File: src/rtl/jesd_link_sequencer.sv
// Bring-up and supervision FSM for the AD9081 JESD204C link: device reset, HMC sync, RX/TX enables, link watch with retry.
// Define JLS_SYSREF_GATE_EN to require SYSREF_MIN synced SYSREF rising edges before WAIT_LINK may enter RUN.
module jesd_link_sequencer #(
  parameter int         RST_CYCLES    = 1000,
  parameter int         SETTLE_CYCLES = 10000,
  parameter int         SYNC_CYCLES   = 16,
  parameter int         LINK_TIMEOUT  = 1000000,
  parameter int         MAX_RETRIES   = 3,
  parameter logic [1:0] RXEN_MASK     = 2'b11,
  parameter logic [1:0] TXEN_MASK     = 2'b00,
  parameter int         CNT_W         = 24,
  parameter int         SYSREF_MIN    = 4,
  localparam int        RTY_W         = ($clog2(MAX_RETRIES + 1) > 2) ? $clog2(MAX_RETRIES + 1) : 2
) (
  input  logic             clk,
  input  logic             rst,
  input  logic             start,
  input  logic             abort,
  input  logic             link_up_i,
  input  logic             sysref_i,
  output logic             rstb_o,
  output logic             hmc_sync_o,
  output logic [1:0]       rxen_o,
  output logic [1:0]       txen_o,
  output logic             busy,
  output logic             done,
  output logic             err,
  output logic             lost,
  output logic [2:0]       state_o,
  output logic [RTY_W-1:0] retry_cnt_o
);

  typedef enum logic [2:0] {
    ST_IDLE      = 3'd0,
    ST_RESET     = 3'd1,
    ST_SETTLE    = 3'd2,
    ST_SYNC      = 3'd3,
    ST_ENABLE    = 3'd4,
    ST_WAIT_LINK = 3'd5,
    ST_RUN       = 3'd6,
    ST_FAIL      = 3'd7
  } state_t;

  state_t             state_q, state_d;
  logic [CNT_W-1:0]   timer_q, timer_load;
  logic [RTY_W-1:0]   retry_q, retry_d;
  logic               link_meta, link_s;
  logic               gate_ok;

  // Two-flop synchronizer for the asynchronous link status.
  always_ff @(posedge clk or posedge rst) begin
    if (rst) begin
      link_meta <= 1'b0;
      link_s    <= 1'b0;
    end else begin
      // NOTE: sequential state is always assigned with <= so every flop samples pre-edge values.
      link_meta <= link_up_i;
      link_s    <= link_meta;
    end
  end

`ifdef JLS_SYSREF_GATE_EN
  localparam int EDGE_W = (SYSREF_MIN < 1) ? 1 : $clog2(SYSREF_MIN + 1);

  // [0],[1] synchronize; [2] holds the previous synced value for edge detection.
  logic [2:0]        sysref_sr;
  logic [EDGE_W-1:0] edge_cnt_q;

  always_ff @(posedge clk or posedge rst) begin
    if (rst) begin
      sysref_sr  <= '0;
      edge_cnt_q <= '0;
    end else begin
      sysref_sr <= {sysref_sr[1:0], sysref_i};
      if (state_q == ST_ENABLE)
        edge_cnt_q <= '0;
      else if (sysref_sr[1] && !sysref_sr[2] && (edge_cnt_q < EDGE_W'(SYSREF_MIN)))
        edge_cnt_q <= edge_cnt_q + EDGE_W'(1);
    end
  end

  assign gate_ok = (edge_cnt_q >= EDGE_W'(SYSREF_MIN));
`else
  logic sysref_unused;
  assign sysref_unused = sysref_i;
  assign gate_ok       = 1'b1;
`endif

  // Timer is reloaded with (duration - 1) whenever the state changes, so a state lasts exactly its duration.
  always_comb begin
    timer_load = '0;
    case (state_d)
      ST_RESET:     timer_load = CNT_W'(RST_CYCLES - 1);
      ST_SETTLE:    timer_load = CNT_W'(SETTLE_CYCLES - 1);
      ST_SYNC:      timer_load = CNT_W'(SYNC_CYCLES - 1);
      ST_WAIT_LINK: timer_load = CNT_W'(LINK_TIMEOUT - 1);
      default:      timer_load = '0;
    endcase
  end

  always_ff @(posedge clk or posedge rst) begin
    if (rst) begin
      state_q <= ST_IDLE;
      timer_q <= '0;
      retry_q <= '0;
    end else begin
      state_q <= state_d;
      retry_q <= retry_d;
      if (state_d != state_q)
        timer_q <= timer_load;
      else if (timer_q != '0)
        timer_q <= timer_q - CNT_W'(1);
    end
  end

  always_comb begin
    // NOTE: every signal written here gets a default first, so no path can infer a latch.
    state_d    = state_q;
    retry_d    = retry_q;
    lost       = 1'b0;
    rstb_o     = 1'b0;
    hmc_sync_o = 1'b0;
    rxen_o     = '0;
    txen_o     = '0;
    busy       = 1'b0;
    done       = 1'b0;
    err        = 1'b0;
    case (state_q)
      ST_IDLE: begin
        if (start) begin
          state_d = ST_RESET;
          retry_d = '0;
        end
      end
      ST_RESET: begin
        busy = 1'b1;
        if (timer_q == '0) state_d = ST_SETTLE;
      end
      ST_SETTLE: begin
        busy   = 1'b1;
        rstb_o = 1'b1;
        if (timer_q == '0) state_d = ST_SYNC;
      end
      ST_SYNC: begin
        busy       = 1'b1;
        rstb_o     = 1'b1;
        hmc_sync_o = 1'b1;
        if (timer_q == '0) state_d = ST_ENABLE;
      end
      ST_ENABLE: begin
        busy    = 1'b1;
        rstb_o  = 1'b1;
        rxen_o  = RXEN_MASK;
        txen_o  = TXEN_MASK;
        state_d = ST_WAIT_LINK;
      end
      ST_WAIT_LINK: begin
        busy   = 1'b1;
        rstb_o = 1'b1;
        rxen_o = RXEN_MASK;
        txen_o = TXEN_MASK;
        // A link that comes up on the expiry cycle still wins over the retry.
        if (link_s && gate_ok) begin
          state_d = ST_RUN;
        end else if (timer_q == '0) begin
          if (retry_q < RTY_W'(MAX_RETRIES)) begin
            retry_d = retry_q + RTY_W'(1);
            state_d = ST_RESET;
          end else begin
            state_d = ST_FAIL;
          end
        end
      end
      ST_RUN: begin
        done   = 1'b1;
        rstb_o = 1'b1;
        rxen_o = RXEN_MASK;
        txen_o = TXEN_MASK;
        if (!link_s) begin
          lost    = 1'b1;
          retry_d = '0;
          state_d = ST_RESET;
        end
      end
      ST_FAIL: begin
        err = 1'b1;
        if (start) begin
          state_d = ST_RESET;
          retry_d = '0;
        end
      end
      default: state_d = ST_IDLE;
    endcase
    // Abort overrides everything, including a simultaneous start or link loss.
    if (abort) begin
      state_d = ST_IDLE;
      retry_d = '0;
      lost    = 1'b0;
    end
  end

  assign state_o     = state_q;
  assign retry_cnt_o = retry_q;

endmodule

File: config.mk
export PLATFORM = sky130hd
export DESIGN_NAME = jesd_link_sequencer
export DESIGN_NICKNAME = d
export VERILOG_FILES = /design/src/rtl/jesd_link_sequencer.sv
export SDC_FILE = /design/constraint.sdc
export NUM_CORES = 1
export LEC_CHECK = 0
export CORE_MARGIN = 1
export CORE_UTILIZATION = 30
export DETAILED_ROUTE_END_ITERATION = 7
export GPL_ROUTABILITY_DRIVEN = 0
export HOLD_SLACK_MARGIN = 0.08
export PLACE_DENSITY_LB_ADDON = 0.08
export SLEW_MARGIN = 10
export SYNTH_ARGS = -nofsm -noshare
export SYNTH_HDL_FRONTEND = slang
export SYNTH_SLANG_ARGS = --single-unit
File: constraint.sdc
create_clock -name clk -period 6.95 [get_ports clk]
set_input_delay 1.7375 -clock clk [delete_from_list [all_inputs] [get_ports clk]]
set_output_delay 1.7375 -clock clk [all_outputs]
set_load 0.02 [all_outputs]
==> key figures <==
Status
  • Outcome: finished clean

Detailed routing
  • Vias per cell: 4.856
  • Drt pass-1 iters: 4
  • Final ANT Viol Nets: 0
  • Routed wire length: 4.924 mm
  • WL/cell: 14.19 um
  • DR DRC count: 0
  • Starting DRT DRC Count: 85
  • Via count: 1,685

Place
  • Hpwl dp: about 3.3 mm
  • Placed Area: approximately 2300 um2
  • PortBufs: 17
  • Setup WS pre-CTS: 1777 ps

Logic synthesis
  • Largest family of logic cells by synthesized area: simple AND/OR/NAND/NOR gates
  • Post-Syn Area: 2117 um2
  • Synth Instances: 241
  • XOR/XNOR share of the synthesized area: 0.07447
  • Synth Area in Simple Gates: 0.2435
  • Post-synthesis mux area share: 0.1194
  • Mean Syn Cell Area: 8.784 um2
  • Netlist cell types: 47
  • Adder-cell share of the synthesized area: 0.01182
  • Seq cells post-synth: 31
  • Syn. warnings: 0
  • Compound-Gate Fraction of Synth Area: 0.1194
  • Register area share after synthesis: 0.3664

Critical path
  • Crit-path cells: clkdlybuf4s50_1, nor4_1, clkdlybuf4s50_1
  • Arrival @ worst endpoint: 3410 ps
  • Worst setup SP type: primary input
  • Most frequent CP cell: clkdlybuf4s50_1
  • Setup crit end kind: output pin
  • Crit-path slowest cell: clkdlybuf4s50_1
  • Critical path peak fanout: 15
  • Max incr delay on CP: around 660 ps
  • Reg-to-Reg End: timer_q[8]
  • Worst flop-to-flop path startpoint: timer_q[0]
  • WP buf/inv: 2
  • R2R Setup Slk: between 3000 and 4000 ps
  • Worst r2r path cells: 9
  • WP data required: 5210 ps
  • Critical path's top delay family: buffers and inverters
  • Type of the worst setup path: primary input to output pin

Final layout
  • Number of diodes: 0
  • Layout Nets: 258
  • Layout area overhead: 13.71%
  • Reg area: 775.7 um2
  • Multi-input logic area: approximately 1200 um2
  • Fin area: 2407 um2
  • Share of layout cells above drive strength 1: 0.07968
  • Number of fill cells in the layout: 700

STA
  • Final hold violation count: 0
  • Fin crit share: 0.7406
  • Final hold slack: 354.6 ps
  • Least-Margin Pin Slew: 950.8 ps
  • Post-route worst setup slack: around 1800 ps
  • Fin Setup TNS: 0 ps
  • RSZ-0062 raised after global routing: false
  • Fin. max-slew vios: 0
  • Final setup vio count: 0
  • Highest clock rate: 194.3 MHz
  • Max-slew headroom: 0.3631
  • Crit path time final: 5147 ps
  • Worst Skew: 9.945 ps

CTS
  • TritonCTS clock tree: yes
  • CTS sink cnt: 31
  • Post-CTS sizing: 0
  • H-tree depth: 2
  • Cts bufs inserted: 5
  • Post-CTS setup buffer count: 0
  • Hold_buf cts: 0
  • Clock buffer depth: 2
  • Clock transition at path regs: 60 ps
  • Root buffer cell: clkbuf_8
  • Clk_lat worst skew: between 200 and 300 ps

Power
  • Clk pwr share: 0.194
  • Internal power: 0.4376 mW
  • Reg power frac: 0.391
  • Logic pwr share: 0.415
  • Overall power: approximately 0.73 mW
  • Switch share: 0.3967
  • Lkg Pwr: 1.045 nW
  • Sw Pwr: 0.2877 mW
  • Max rail drop VDD: ~0.00015 V
  • Power density cells: 301.3 nW/um2

Global route
  • Largest net degree at the start of global routing: 32
  • Number of global-route vias before repair: 1,576
  • GR Util All Layers: 0.1459
  • Initial antenna violation count: 0
  • Grt total ovfl: 0
  • First-pass GRT wire length: 8.224 mm

Floorplan
  • Area of the core: approximately 6800 um2
  • Die footprint: 7397 um2
  • Chip height: ~86 um
  • Number of top-level pins: 21
  • Die Wd: 86.01 um
  • Initial Util: 0.3116
  • Row count: 30

Hold path
  • Hold Path Origin: link_meta
  • Hold Crit Depth: 0
  • Hold Path Class: flop to flop
  • Hold EP: link_s

Run
  • Max Cap Violations: 0
## through the flow
| step | util | instances |
|---|---|---|
| after floorplan | - | 242 |
| after global placement | 0.3424 | 339 |
| after detailed placement | 0.3424 | 339 |
| after CTS | 0.3543 | 347 |
| after global routing | 0.3543 | 347 |
| final | 0.3543 | 347 |
## synthesized netlist by cell type (all sizes together)
cell type / number / share of area
mux2: 7 / 0.039
nor3: 12 / 0.028
nand3b: 1 / 0.0035
or3: 3 / 0.0089
ha: 2 / 0.012
a21o: 1 / 0.0035
o311ai: 2 / 0.0083
or4b: 2 / 0.0095
o21ai: 9 / 0.023
a2bb2oi: 1 / 0.0041
nor2b: 2 / 0.0059
conb: 1 / 0.0018
or3b: 1 / 0.0041
and2: 2 / 0.0059
or4: 5 / 0.018
mux2i: 17 / 0.080
nand2: 23 / 0.041
and3b: 1 / 0.0041
xnor2: 11 / 0.046
xor2: 7 / 0.029
inv: 11 / 0.020
or2: 3 / 0.010
dfrtp: 31 / 0.37
a21oi: 14 / 0.033
a211oi: 2 / 0.0071
o311a: 1 / 0.0047
nor4: 11 / 0.033
o31ai: 1 / 0.0035
a31oi: 2 / 0.0059
nand4bb: 1 / 0.013
nand3: 4 / 0.0095
a2111oi: 2 / 0.0083
buf: 6 / 0.024
nor2: 28 / 0.050
o211ai: 2 / 0.014
o41ai: 1 / 0.0041
clkbuf: 11 / 0.020
## worst max path at each step
stage / from / endpoint / slack, ps / depth (start not counted)
after global routing: abort / lost / 1670 / 3
after floorplan: abort / lost / 2610 / 2
after global placement: abort / lost / 1810 / 3
final: abort / lost / 1800 / 3
after detailed placement: abort / lost / 1780 / 3
after CTS: abort / lost / 1790 / 3
## worst reg2reg max path, stage by stage (launching register included)
cell,delay (ps)
dfrtp_1,390
inv_1,100
ha_1,210
or4b_1,510
nand4bb_4,260
or2_1,530
nand3_1,160
o21ai_0,150
o211ai_4,810
mux2_2,430
## cell type report
type | instances | area share
Timing Repair Buffer | 18 | 0.07380
Sequential cell | 31 | 0.3222
Multi-Input combinational cell | 183 | 0.5031
Inverter | 11 | 0.01715
Clock inverter | 1 | 0.002079
Tap cell | 96 | 0.04990
Clock buffer | 7 | 0.03170
## placed cells by master (no fill, tap or decap), types with 2 or more instances in the layout
cell and count:
or4_1 5, clkbuf_8 5, a2111oi_0 2, ha_1 2, nor4_1 11, mux2i_1 17, xor2_1 7, nor2b_1 2
xnor2_1 11, inv_1 11, nor2_1 28, a21oi_1 14, o311ai_0 2, nor3_1 12, conb_1 2, or3_1 3
clkdlybuf4s50_1 17, nand2_1 23, and2_1 2, mux2_2 5, o21ai_0 8, dfrtp_1 31, clkbuf_1 2, a31oi_1 2
nand3_1 4, a211oi_1 2
## power by group through the flow
| stage | logic, mW | registers (mW) | clock network (mW) |
|---|---|---|---|
| floorplan | 0.266 | 0.269 | 0 |
| global placement | 0.302 | 0.286 | 0 |
| detailed placement | 0.304 | 0.285 | 0 |
| CTS | 0.304 | 0.283 | 0.146 |
| global route | 0.342 | 0.291 | 0.154 |
| finish | 0.301 | 0.284 | 0.141 |
## per-layer routing
metal,routed length (um),track usage,vias up
met5,0,0,-
met2,2126,0.2165,23
met1,2594,0.2065,788
li1,-,-,869
met4,53,0.04091,0
met3,150,0.04042,5
## state kept, by name, summed over array words and instances, names as in the netlist
signal,flops
timer_q,24
link_meta,1
retry_cnt_o,2
link_s,1
state_o,3
## cells by family after synthesis
kind of cell,count (synthesis)
other cells,1
xor+xnor,18
fa+ha+maj,2
compound gates,38
buf+inv,28
flops,31
simple gates,99
mux,24
Note: power is estimated with default switching activity, not from simulation.
